File: config.mk
export PLATFORM = sky130hd
export DESIGN_NAME = ex_fsm_multi
export DESIGN_NICKNAME = d
export VERILOG_FILES = /design/src/rtl/ex_fsm_multi.sv
export SDC_FILE = /design/constraint.sdc
export NUM_CORES = 1
export LEC_CHECK = 0
export BUFFER_PORTS_ARGS = -buffer_cell sky130_fd_sc_hd__buf_2
export CORE_MARGIN = 8
export CORE_UTILIZATION = 27
export DETAILED_ROUTE_END_ITERATION = 12
export SYNTH_ARGS = -nofsm -noshare
export SYNTH_HDL_FRONTEND = slang
export SYNTH_SLANG_ARGS = --single-unit
File: constraint.sdc
create_clock -name clk_i -period 2.3 [get_ports clk_i]
set_input_delay 0.345 -clock clk_i [delete_from_list [all_inputs] [get_ports clk_i]]
set_output_delay 0.345 -clock clk_i [all_outputs]
set_load 0.01 [all_outputs]
File: src/rtl/ex_fsm_multi.sv
// ex_fsm_multi
//   Multi-channel A/K1/K2 sequence detector. Each channel debounces its level
//   input, follows a high-low-high-low sequence and emits programmable-width
//   K2 (second rising level) and K1 (sequence complete) pulses. Channels are
//   fully independent.
//
//   Optional build macro: EX_FSM_CNT_EN adds a saturating per-channel count of
//   completed sequences (cnt_o) with a synchronous clear (cnt_clr_i).
//
// Ports
//   clk_i      system clock, rising edge
//   rst_i      asynchronous active-high reset
//   a_i        [CH]        per-channel level inputs
//   k1_o       [CH]        K1 pulse, sequence complete
//   k2_o       [CH]        K2 pulse, second rising level seen
//   state_o    [2*CH]      channel n state code at [2n+1:2n]
//   cnt_clr_i              clear all sequence counters   (EX_FSM_CNT_EN only)
//   cnt_o      [CNT_W*CH]  completed-sequence counts      (EX_FSM_CNT_EN only)
//
// State | meaning
// ------+-----------------------------------------------
// IDLE  | waiting for the first high level
// START | first high seen, waiting for it to drop
// STOP  | first low seen, waiting for the second high
// CLEAR | second high seen (K2 fired), waiting for low
module ex_fsm_multi #(
  parameter int unsigned CH         = 2,
  parameter int unsigned DEB_CYCLES = 2,
  parameter int unsigned PULSE_W    = 1,
  parameter int unsigned CNT_W      = 8
) (
  input  logic              clk_i,
  input  logic              rst_i,
  input  logic [CH-1:0]     a_i,
  output logic [CH-1:0]     k1_o,
  output logic [CH-1:0]     k2_o,
  output logic [2*CH-1:0]   state_o
`ifdef EX_FSM_CNT_EN
  ,
  input  logic              cnt_clr_i,
  output logic [CNT_W*CH-1:0] cnt_o
`endif
);

  typedef enum logic [1:0] {
    IDLE  = 2'd0,
    START = 2'd1,
    STOP  = 2'd2,
    CLEAR = 2'd3
  } state_t;

  localparam int unsigned DC_W = $clog2(DEB_CYCLES) + 1;
  localparam int unsigned PC_W = $clog2(PULSE_W) + 1;
  localparam logic [DC_W-1:0] DC_LAST = DC_W'(DEB_CYCLES - 1);
  localparam logic [PC_W-1:0] PC_LOAD = PC_W'(PULSE_W - 1);

  if (CH < 1 || CH > 32 || DEB_CYCLES < 1 || PULSE_W < 1 || CNT_W < 1) begin : g_param_check
    $error("ex_fsm_multi: illegal parameter value");
  end

  for (genvar ch = 0; ch < CH; ch++) begin : g_ch
    logic            a_f_q, a_f_d;
    logic [DC_W-1:0] dc_q, dc_d;
    state_t          state_q, state_d;
    logic            fire_k1, fire_k2;
    logic            k1_q, k1_d, k2_q, k2_d;
    // Remaining high cycles after the current one; terminal count is zero.
    logic [PC_W-1:0] k1_left_q, k1_left_d, k2_left_q, k2_left_d;

    always_ff @(posedge clk_i or posedge rst_i) begin
      if (rst_i) begin
        a_f_q     <= 1'b0;
        dc_q      <= '0;
        state_q   <= IDLE;
        k1_q      <= 1'b0;
        k2_q      <= 1'b0;
        k1_left_q <= '0;
        k2_left_q <= '0;
      end else begin
        a_f_q     <= a_f_d;
        dc_q      <= dc_d;
        state_q   <= state_d;
        k1_q      <= k1_d;
        k2_q      <= k2_d;
        k1_left_q <= k1_left_d;
        k2_left_q <= k2_left_d;
      end
    end

    // Filter follows the input only after it has differed for DEB_CYCLES edges.
    always_comb begin
      a_f_d = a_f_q;
      dc_d  = '0;
      if (a_i[ch] != a_f_q) begin
        if (dc_q == DC_LAST) begin
          a_f_d = a_i[ch];
        end else begin
          dc_d = dc_q + 1'b1;
        end
      end
    end

    always_comb begin
      state_d = state_q;
      fire_k1 = 1'b0;
      fire_k2 = 1'b0;
      case (state_q)
        IDLE:  if (a_f_q)  state_d = START;
        START: if (!a_f_q) state_d = STOP;
        STOP:  if (a_f_q) begin
                 state_d = CLEAR;
                 fire_k2 = 1'b1;
               end
        CLEAR: if (!a_f_q) begin
                 state_d = IDLE;
                 fire_k1 = 1'b1;
               end
        default: state_d = IDLE;
      endcase
    end

    // A firing reloads the down-counter, so a retrigger extends the pulse.
    always_comb begin
      k1_d      = k1_q;
      k1_left_d = k1_left_q;
      k2_d      = k2_q;
      k2_left_d = k2_left_q;
      if (fire_k1) begin
        k1_d      = 1'b1;
        k1_left_d = PC_LOAD;
      end else if (k1_q) begin
        if (k1_left_q == '0) k1_d = 1'b0;
        else                 k1_left_d = k1_left_q - 1'b1;
      end
      if (fire_k2) begin
        k2_d      = 1'b1;
        k2_left_d = PC_LOAD;
      end else if (k2_q) begin
        if (k2_left_q == '0) k2_d = 1'b0;
        else                 k2_left_d = k2_left_q - 1'b1;
      end
    end

    assign k1_o[ch]           = k1_q;
    assign k2_o[ch]           = k2_q;
    assign state_o[2*ch +: 2] = state_q;

`ifdef EX_FSM_CNT_EN
    logic [CNT_W-1:0] cnt_q, cnt_d;

    // Clear wins over a same-edge increment; the count saturates.
    always_comb begin
      cnt_d = cnt_q;
      if (cnt_clr_i) begin
        cnt_d = '0;
      end else if (fire_k1 && (cnt_q != {CNT_W{1'b1}})) begin
        cnt_d = cnt_q + 1'b1;
      end
    end

    always_ff @(posedge clk_i or posedge rst_i) begin
      if (rst_i) cnt_q <= '0;
      else       cnt_q <= cnt_d;
    end

    assign cnt_o[CNT_W*ch +: CNT_W] = cnt_q;
`endif
  end

endmodule

After elaboration in Yosys (flattened, before gate mapping)
Index checks and enable logic that the tools add are counted.
{ "totals": {"regBits": 18, "inputBits": 4, "output_inout_bits": 8, "word_cells": 94} }
{ "op_classes": {"addsub": 6, "n_eq_ne": 18, "mux": 46, "reduce_logical": 10} }
{ "op_table": {"columns": ["op", "n"], "rows": [
  ["$mux W1", 32],
  ["$mux W2", 12],
  ["$ne A2 B2 Y1 const B", 8],
  ["$pmux W2 S4", 2],
  ["$eq A2 B1 Y1 const B", 4],
  ["$eq A2 B2 Y1 const B", 4],
  ["$reduce_and A4 Y1", 2],
  ["$reduce_bool A2 Y1", 4],
  ["$add A2 B1 Y2 const B", 2],
  ["$logic_not A2 Y1", 2],
  ["$reduce_and A2 Y1", 2],
  ["$sub A1 B1 Y1 const B", 4],
  ["$ne A1 B1 Y1", 2]
]} }

Logic depth before layout (Yosys ltp)
Gate-level depths: netlist (run 1).
{ "logic_depth": {"depth_word": 4, "depth_mapped": 5} }

Least setup slack after synthesis (run 1)
OpenSTA, ideal clock, no wires.
{ "synth_path": {"path_type": "register -> register", "startpoint": "register g_ch[0].state_q[0]", "endpoint": "register g_ch[0].state_q[1]", "t_arrival_ns": 1.280, "required_time_ns": 2.175, "path_slack_ns": 0.895, "path_stages_with_launch": 6, "n_path_buf": 0, "period_less_slack_ns": 1.405, "path_cell_list": "dfrtp_1 inv_1 ha_1 nor3_4 a21oi_2 mux2_4"} }
{ "synth_between": {"elab_chain_cells": 3} }
{ "synth_lines": {"columns": ["item", "line_no", "source"], "rows": [
  ["start, declared", "64", "state_t state_q, state_d;"],
  ["start signal, assigned", "82", "state_q <= state_d;"],
  ["$eq A2 B1 Y1 (tied with other cells)", "107", "case (state_q)"],
  ["$ne A2 B2 Y1 (no line)", null, null],
  ["$reduce_and A4 Y1 (no line)", null, null]
]} }
Several ways; a longest one is shown, not always the timed one.
A chain may end at the register's enable or synchronous reset.

Worst setup path in the final report (run 1)
Ends and elaborated chain as after synthesis.

==> results of run 1 <==
==> final cells by class <==
cell class / instances / area (µm²) / area share
Multi-Input combinational cell: 38 / 360.3 / 0.4192
Inverter: 5 / 18.77 / 0.02183
Clock buffer: 4 / 36.28 / 0.04221
Tap cell: 31 / 38.79 / 0.04512
Sequential cell: 14 / 350.3 / 0.4076
Timing Repair Buffer: 11 / 55.05 / 0.06405
==> worst reg2reg max path: cells and delay by family, from the launching register on <==
| family | cells | cell delay (ns) |
|---|---|---|
| fa+ha+maj | 1 | 0.26 |
| buf+inv | 1 | 0.09 |
| simple gates | 1 | 0.20 |
| compound gates | 1 | 0.05 |
| flops | 1 | 0.44 |
| mux | 1 | 0.30 |
==> metal layers <==
layer	wire length (µm)	GRT usage	vias up
met4	21	0.04018	0
met2	557	0.07614	9
met3	46	0.01574	2
li1	-	-	219
met1	510	0.05578	203
met5	0	0	-
==> state kept, by name, summed over array words and instances, names as in the netlist <==
name and cells:
g_ch.dc_q 4, g_ch.state_q 4, g_ch.a_f_q 2, g_ch.k1_q 2
g_ch.k2_q 2
==> Yosys cell counts (4+ instances only) <==
| cell type | instances | area [µm²] |
|---|---|---|
| sky130_fd_sc_hd__o211ai_1 | 4 | 30.03 |
| sky130_fd_sc_hd__ha_1 | 8 | 100.1 |
| sky130_fd_sc_hd__buf_4 | 4 | 30.03 |
| sky130_fd_sc_hd__dfrtp_1 | 14 | 350.3 |
| sky130_fd_sc_hd__inv_1 | 5 | 18.77 |
==> where the power goes <==
group / switching (µW) / internal, µW
Clock: 78.3 / 96.2
Combinational: 289 / 322
Sequential: 116 / 346
Total: 483 / 764
==> per-stage QoR <==
step	std cells	power [µW]	hold slack, ns	setup slack [ns]
2_1_floorplan	63	1015	0.2342	0.8951
3_3_place_gp	99	1065	0.4134	0.8741
3_5_place_dp	99	1087	0.4135	0.8546
4_1_cts	103	1267	0.1073	0.8292
5_1_grt	103	1349	0.1264	0.7659
6_report	103	1247	0.08709	0.8479
==> cells by family after synthesis <==
group / Yosys count / share of synthesized area
flip-flops: 14 / 0.4480
multiplexers: 4 / 0.06720
AO/OA/AOI/OAI: 8 / 0.07361
adder cells (fa/ha/maj): 8 / 0.1280
XOR/XNOR: 2 / 0.02240
buffers and inverters: 11 / 0.09120
AND/OR/NAND/NOR: 16 / 0.1696
==> how the worst min path moves through the flow <==
stage | from | to | slack (ns) | cells after the start
3_3_place_gp | rst_i | g_ch[0].k2_q$_DFF_PP0_ | 0.41 | 2
2_1_floorplan | rst_i | g_ch[0].a_f_q$_DFFE_PP0P_ | 0.23 | 1
3_5_place_dp | rst_i | g_ch[0].k2_q$_DFF_PP0_ | 0.41 | 2
4_1_cts | rst_i | g_ch[0].k2_q$_DFF_PP0_ | 0.11 | 2
5_1_grt | rst_i | g_ch[0].state_q[0]$_DFFE_PP0P_ | 0.13 | 2
6_report | rst_i | g_ch[1].dc_q[0]$_DFF_PP0_ | 0.09 | 2
==> impl_metrics.tcl, run 1 <==
set metrics [dict create \
    worstReg2RegEnd "g_ch[0].state_q[1]$_DFFE_PP0P_" \
    cts.repair.resized 0 \
    post_cts.repair.setup_buffers 0 \
    die_w_um 69.82 \
    cp_slowest_stage_delay_ns 0.44 \
    route.antenna.remaining_nets 0 \
    antenna_diode_count 0 \
    endpoint_kind "flip-flop" \
    cp_num_cells 5 \
    gp_routability_congestion 0.7259 \
    grt_usage 0.04999 \
    hold_viol 0 \
    htree_levels 1 \
    share_of_post_route_cells_with_drive_strength_above_1 0.4306 \
    nNetsFinal 85 \
    syn_area_um2 782.0 \
    num_vias 433 \
    postSynth.topFlopCell "sky130_fd_sc_hd__dfrtp_1" \
    pin_count 12 \
    max-slew-margin-rel 0.6507 \
    timing.critical_path.from_type "flip-flop" \
    grt_setup_unrepaired "no" \
    post-route-util 0.3117 \
    critical_path.max_fanout 6 \
    floorplan.initialDensity 0.2836 \
    synth-edff-count 0 \
    grt_start_max_net_pins 15 \
    yosys_register_bits 14 \
    path_delay_family "flip-flops" \
    antenna_violations_before_repair 0 \
    die_area_mm2 0.004874 \
    fmax_mhz 688.6 \
    post_dp_area_um2 823.3 \
    power.static_leakage_uw 0.0004242 \
    seq_area_frac_synth 0.4480 \
    power.density_cell_area_mw_per_mm2 1451 \
    clk_pin_slew_ns 0.09 \
    std_cell_rows 19 \
    mappedNetlistNets 75 \
    post_synthesis_mean_instance_area_um2 12.41 \
    worst_r2r_startpoint "g_ch[0].state_q[0]$_DFFE_PP0P_" \
    layout.filler_cells 282 \
    ctsHoldBuffers 0 \
    ys_warn_count 0 \
    first_global_vias 434 \
    wire_length_of_the_first_global_routing_pass_um 1980 \
    clkLatencyLatePin_ns 0.27 \
    post_synth_inst_count 63 \
    cts-buffers-inserted 3 \
    outcome "complete, no violations" \
    routed_via_density 4.204 \
    routed_wirelength_um 1136 \
    layout.cells.most_common "sky130_fd_sc_hd__dfrtp_1" \
    worst_setup_path_startpoint "g_ch[0].state_q[0]$_DFFE_PP0P_" \
    cp_slowest_cell "sky130_fd_sc_hd__dfrtp_1" \
    cts_max_path_buffers 2 \
    timing.final.crit_period_ns 1.452 \
    drt-initial-drc-count 19 \
    maxCapViolations 0 \
    clock_tree.root_cell "sky130_fd_sc_hd__clkbuf_4" \
    crit_arrival_ns 1.62 \
    finalSetupViolCount 0 \
    worst_hold_check_path_type "in -> async" \
    period_share 0.6314 \
    die_h_um 69.82 \
    grt_remaining_overflow 0 \
    cts_tree "yes" \
    drt_drc_violations_left 0 \
    pin_slew_with_the_least_headroom_to_its_limit_ns 0.5234 \
    buffer_ports.inserted 11 \
    highest_count_cells_in_the_layout_ignoring_fill_and_taps "sky130_fd_sc_hd__dfrtp_1 (14), sky130_fd_sc_hd__buf_2 (11), sky130_fd_sc_hd__ha_1 (8), sky130_fd_sc_hd__inv_1 (5), sky130_fd_sc_hd__o211ai_1 (4)" \
    final_max_slew_viol_count 0 \
    flow.area_growth_from_synthesis_pct 9.920 \
    synth.distinct_cells 19 \
    ir_drop_mv 0.4545 \
    required_time_of_the_worst_setup_path_ns 2.47 \
    worst-setup-path-type "reg -> reg" \
    floorplan.core_area_mm2 0.002758 \
    cp-endpoint "g_ch[0].state_q[1]$_DFFE_PP0P_" \
    reg2reg_slack_ns 0.85 \
    fin_area_um2 859.6 \
    crit_chain "inv_1, ha_1, nor3_4, a21oi_2, mux2_4" \
    synth_async_sr_flop_share 1.000 \
    setup_tns_ns 0 \
    drt_pre_antenna_iters 3 \
    route.detailed.wl_per_inst_um 11.03 \
    cp_num_buf_inv 1 \
    clock_sink_count 14 \
    timing.reg2reg.worst_path_depth 5 \
    detailed_place_hpwl_um 885.9 \
    worst_clock_skew_ns 0.003893 \
]
Power figures use the tool's default switching activity.
==> run 2, diff against run 1 <==
==> constraint.sdc (replaced) <==
create_clock -name clk_i -period 1.2 [get_ports clk_i]
set_input_delay 0.18 -clock clk_i [delete_from_list [all_inputs] [get_ports clk_i]]
set_output_delay 0.18 -clock clk_i [all_outputs]
set_load 0.01 [all_outputs]
==> impl_metrics.tcl, run 2 (same netlist as run 1, synthesis figures left out) <==
set metrics [dict create \
    clkLatencyLatePin_ns 0.28 \
    fmax_mhz 758.4 \
    required_time_of_the_worst_setup_path_ns 1.36 \
    nNetsFinal 98 \
    finalWorstSetupSlack_ns -0.1186 \
    wire_length_of_the_first_global_routing_pass_um 2380 \
    timing.critical_path.from_type "flip-flop" \
    worstReg2RegEnd "g_ch[1].state_q[1]$_DFFE_PP0P_" \
    die_w_um 69.82 \
    worst_r2r_startpoint "g_ch[1].state_q[0]$_DFFE_PP0P_" \
    fin_area_mm2 0.001082 \
    routed_via_density 4.129 \
    cts_max_path_buffers 2 \
    finish.cell_count_without_fillers 116 \
    timing.final.crit_period_ns 1.319 \
    worst_hold_check_path_type "in -> reg" \
    finalPower_uw 3110 \
    die_h_um 69.82 \
    flow.area_growth_from_synthesis_pct 38.40 \
    antenna_diode_count 0 \
    share_of_post_route_cells_with_drive_strength_above_1 0.6941 \
    grt_usage 0.06099 \
    cts-buffers-inserted 3 \
    maxCapViolations 0 \
    floorplan.core_area_mm2 0.002758 \
    final_max_slew_viol_count 0 \
    gp_routability_congestion 0.7311 \
    grt_setup_unrepaired "yes" \
    routed_wirelength_um 1339 \
    layout.cells.most_common "sky130_fd_sc_hd__dfrtp_1" \
    drt_drc_violations_left 0 \
    max-slew-margin-rel 0.6362 \
    cp-endpoint "g_ch[1].state_q[1]$_DFFE_PP0P_" \
    finalSetupViolCount 4 \
    clk_pin_slew_ns 0.08 \
    htree_levels 1 \
    route.antenna.remaining_nets 0 \
    antenna_violations_before_repair 0 \
    power.static_leakage_uw 0.0004867 \
    place_inst 108 \
    clock_tree.root_cell "sky130_fd_sc_hd__clkbuf_4" \
    failing_checks "setup timing" \
    detailed_place_hpwl_um 1052 \
    power.density_cell_area_mw_per_mm2 2874 \
    grt_start_max_net_pins 15 \
    crit_arrival_ns 1.48 \
    critical_path.max_fanout 6 \
    pin_count 12 \
    route.detailed.wl_per_inst_um 11.54 \
    worst_setup_path_startpoint "g_ch[1].state_q[0]$_DFFE_PP0P_" \
    post-route-util 0.3925 \
    post_dp_area_um2 980.9 \
    std_cell_rows 19 \
    grt_remaining_overflow 0 \
    pin_slew_with_the_least_headroom_to_its_limit_ns 0.5450 \
    period_share 1.099 \
    worst_clock_skew_ns 0.002592 \
    reg2reg_slack_ns -0.12 \
    worst-setup-path-type "reg -> reg" \
    ir_drop_mv 1.143 \
    outcome "complete, but fails checks" \
    floorplan.initialDensity 0.2836 \
    num_vias 479 \
    highest_count_cells_in_the_layout_ignoring_fill_and_taps "sky130_fd_sc_hd__dfrtp_1 (10), sky130_fd_sc_hd__buf_2 (9), sky130_fd_sc_hd__buf_4 (8), sky130_fd_sc_hd__ha_4 (6), sky130_fd_sc_hd__buf_6 (6)" \
    largest_registers "g_ch.dc_q (4), g_ch.state_q (4)" \
    drt-initial-drc-count 8 \
    buffer_ports.inserted 11 \
    drt_pre_antenna_iters 4 \
    die_area_mm2 0.004874 \
    clock_sink_count 14 \
    first_global_vias 548 \
    timing.reg2reg.worst_path_depth 5 \
    hold_viol 0 \
    cts_tree "yes" \
    setup_tns_ns -0.2346 \
    endpoint_kind "flip-flop" \
]
-- run 2: cell count changes in the layout (fill, tap and decap cells not counted), sizes merged --
cell	delta
dlygate4sd3	+1
buf	+12
-- run 2: repair_timing --
action	CTS	global route
hold buffers	1	0
hold endpoints to repair	14	0
gates resized for setup	4	5
endpoints found under the setup margin	5	6
pin swaps	5	2
buffers inserted	2	1
-- run 2: final cells by class --
type | count | area, µm²
clock buffer | 4 | 36.28
tap | 31 | 38.79
fill | 266 | 1675
timing repair buffer | 24 | 182.7
sequential | 14 | 355.3
multi-input combinational | 38 | 440.4
inverter | 5 | 28.78
-- run 2: worst min path at each step --
stage                     slack (ns)  depth (start not counted)  startpoint                   endpoint
after floorplan                 0.07                          1       rst_i  g_ch[0].a_f_q$_DFFE_PP0P_
after global placement          0.24                          2       rst_i     g_ch[1].k2_q$_DFF_PP0_
after detailed placement        0.25                          2       rst_i     g_ch[0].k1_q$_DFF_PP0_
after CTS                       0.16                          2      a_i[1]  g_ch[1].a_f_q$_DFFE_PP0P_
after global routing            0.16                          2      a_i[1]  g_ch[1].a_f_q$_DFFE_PP0P_
final                           0.17                          2      a_i[1]  g_ch[1].a_f_q$_DFFE_PP0P_
-- run 2: report_power, final --
part	internal (µW)	switching, µW	leakage, µW
clock network	184	149	0.0000210
logic	1100	742	0.000292
registers	677	260	0.000174
-- run 2: per-layer routing --
metal | vias to the layer above | part of all wire | routed length [µm] | global-route usage
met2 | 9 | 0.47 | 627 | 0.09239
met1 | 220 | 0.45 | 609 | 0.06798
met3 | 4 | 0.053 | 71 | 0.02575
li1 | 246 | - | - | -
met4 | 0 | 0.022 | 30 | 0.04018
met5 | - | 0 | 0 | 0
-- run 2: worst max-delay path, cell delays in order, from the launching register on --
cell and delay [ns]:
sky130_fd_sc_hd__dfrtp_2 0.46, sky130_fd_sc_hd__inv_4 0.06, sky130_fd_sc_hd__ha_4 0.17, sky130_fd_sc_hd__nor3_4 0.16
sky130_fd_sc_hd__a21oi_2 0.06, sky130_fd_sc_hd__mux2_4 0.30
-- run 2: per-stage QoR --
stage / hold slack (ns) / setup slack, ns
floorplan: 0.06895 / -0.08454
global placement: 0.2441 / -0.1081
detailed placement: 0.2509 / -0.1141
CTS: 0.1555 / -0.1301
global route: 0.1615 / -0.1813
finish: 0.1658 / -0.1186
==> run 3, diff against run 2 <==
==> constraint.sdc (replaced) <==
create_clock -name clk_i -period 1.5 [get_ports clk_i]
set_input_delay 0.225 -clock clk_i [delete_from_list [all_inputs] [get_ports clk_i]]
set_output_delay 0.225 -clock clk_i [all_outputs]
set_load 0.01 [all_outputs]
==> impl_metrics.tcl, run 3 (same netlist as run 1, synthesis figures left out) <==
set metrics [dict create \
    worst_clock_skew_ns 0.003432 \
    cts_max_path_buffers 2 \
    worst_setup_path_startpoint "g_ch[0].state_q[0]$_DFFE_PP0P_" \
    routed_wirelength_um 1172 \
    setup_tns_ns 0 \
    die_w_um 69.82 \
    max-slew-margin-rel 0.6461 \
    drt-initial-drc-count 10 \
    nNetsFinal 87 \
    endpoint_kind "flip-flop" \
    clock_sink_count 14 \
    worst-setup-path-type "reg -> reg" \
    fin_area_um2 878.3 \
    floorplan.core_area_mm2 0.002758 \
    die_h_um 69.82 \
    clk_pin_slew_ns 0.09 \
    die_area_mm2 0.004874 \
    timing.final.crit_period_ns 1.411 \
    timing.reg2reg.worst_path_depth 5 \
    cts_tree "yes" \
    highest_count_cells_in_the_layout_ignoring_fill_and_taps "sky130_fd_sc_hd__dfrtp_1 (13), sky130_fd_sc_hd__buf_2 (11), sky130_fd_sc_hd__ha_1 (8), sky130_fd_sc_hd__inv_1 (5), sky130_fd_sc_hd__o211ai_1 (4)" \
    crit_arrival_ns 1.58 \
    wire_length_of_the_first_global_routing_pass_um 1897 \
    source_of_the_worst_hold_timing_path "a_i[0]" \
    worst_r2r_startpoint "g_ch[0].state_q[0]$_DFFE_PP0P_" \
    layout.filler_cells 284 \
    gp_routability_congestion 0.7265 \
    largest_registers "g_ch.dc_q (4), g_ch.state_q (4)" \
    met2RoutedLength_um 604 \
    antenna_diode_count 0 \
    detailed_place_hpwl_um 882.5 \
    worst_hold_check_path_type "in -> reg" \
    grt_start_max_net_pins 15 \
    final_max_slew_viol_count 0 \
    routed_via_density 4.305 \
    power.density_cell_area_mw_per_mm2 2198 \
    post_dp_area_um2 823.3 \
    grt_remaining_overflow 0 \
    num_vias 452 \
    flow.area_growth_from_synthesis_pct 12.32 \
    m1WireLength_um 486 \
    finalSetupViolCount 0 \
    critical_path.max_fanout 6 \
    hold_depth 2 \
    first_global_vias 440 \
    layout.cells.most_common "sky130_fd_sc_hd__dfrtp_1" \
    htree_levels 1 \
    drt_drc_violations_left 0 \
    clock_tree.root_cell "sky130_fd_sc_hd__clkbuf_4" \
    pin_slew_with_the_least_headroom_to_its_limit_ns 0.5303 \
    pin_count 12 \
    fmax_mhz 708.6 \
    clkLatencyLatePin_ns 0.27 \
    grt_usage 0.04969 \
    std_cell_rows 19 \
    share_of_post_route_cells_with_drive_strength_above_1 0.4459 \
    required_time_of_the_worst_setup_path_ns 1.67 \
    route.detailed.wl_per_inst_um 11.16 \
    outcome "complete, no violations" \
    antenna_violations_before_repair 0 \
    route.antenna.remaining_nets 0 \
    power.static_leakage_uw 0.0004322 \
    wl_met3_um 44 \
    ir_drop_mv 0.6939 \
    timing.critical_path.from_type "flip-flop" \
    period_share 0.9409 \
    drt_pre_antenna_iters 4 \
    cts-buffers-inserted 3 \
    buffer_ports.inserted 11 \
    floorplan.initialDensity 0.2836 \
    grt_setup_unrepaired "no" \
    maxCapViolations 0 \
    hold_viol 0 \
    highest-signal-layer "met4" \
]
[run 3: changes by cell type in the layout (fill, tap and decap cells not counted), sizes merged]
cell and delta:
buf -11
[run 3: cell type report]
type | count | area [µm²] | area share
clock buffer | 4 | 36.28 | 0.04131
inverter | 5 | 18.77 | 0.02137
multi-input combinational | 38 | 360.3 | 0.4103
sequential | 14 | 351.6 | 0.4003
tap | 31 | 38.79 | 0.04416
timing repair buffer | 13 | 72.57 | 0.08262
[run 3: metal layers]
layer | GRT usage | vias up
li1 | - | 226
met1 | 0.05004 | 217
met2 | 0.07614 | 7
met3 | 0.02003 | 2
met4 | 0.04688 | 0
met5 | 0 | -
[run 3: power by group]
part / switching, µW / internal [µW] / leakage [µW]
registers: 168 / 533 / 0.000177
logic: 452 / 511 / 0.000234
clock network: 119 / 147 / 0.0000210
total: 740 / 1190 / 0.000432
[run 3: worst paths after layout]
kind | to | slack [ns]
worst max-delay path | g_ch[0].state_q[1]$_DFFE_PP0P_ | 0.09
worst min-delay path | g_ch[0].a_f_q$_DFFE_PP0P_ | 0.20
worst max register to register | g_ch[0].state_q[1]$_DFFE_PP0P_ | 0.09
worst min register to register | g_ch[0].dc_q[0]$_DFF_PP0_ | 0.44
max in group asynchronous | g_ch[0].state_q[0]$_DFFE_PP0P_ | 0.60
min in group asynchronous | g_ch[0].k2_q$_DFF_PP0_ | 0.52
[run 3: through the flow]
stage | std cells | utilization | total power (µW) | hold WS [ns] | worst slack (ns)
after floorplan | 63 | - | 1556 | 0.1142 | 0.09515
after global placement | 99 | 0.2985 | 1633 | 0.2934 | 0.07412
after detailed placement | 99 | 0.2985 | 1664 | 0.2960 | 0.04628
after CTS | 104 | 0.3153 | 1940 | 0.1983 | 0.02412
after global routing | 105 | 0.3185 | 2095 | 0.1907 | 0.01776
final | 105 | 0.3185 | 1931 | 0.2048 | 0.08871
[run 3: timing repair]
item	CTS	global route
hold endpoints to repair	14	0
resized for setup	0	1
hold buffers	1	0
setup buffers	0	1
endpoints found under the setup margin	0	2
[run 3: critical path, stage by stage, from the launching register on]
cell                      delay (ns)
sky130_fd_sc_hd__dfrtp_2        0.42
sky130_fd_sc_hd__inv_1          0.07
sky130_fd_sc_hd__ha_1           0.26
sky130_fd_sc_hd__nor3_4         0.20
sky130_fd_sc_hd__a21oi_2        0.05
sky130_fd_sc_hd__mux2_4         0.30
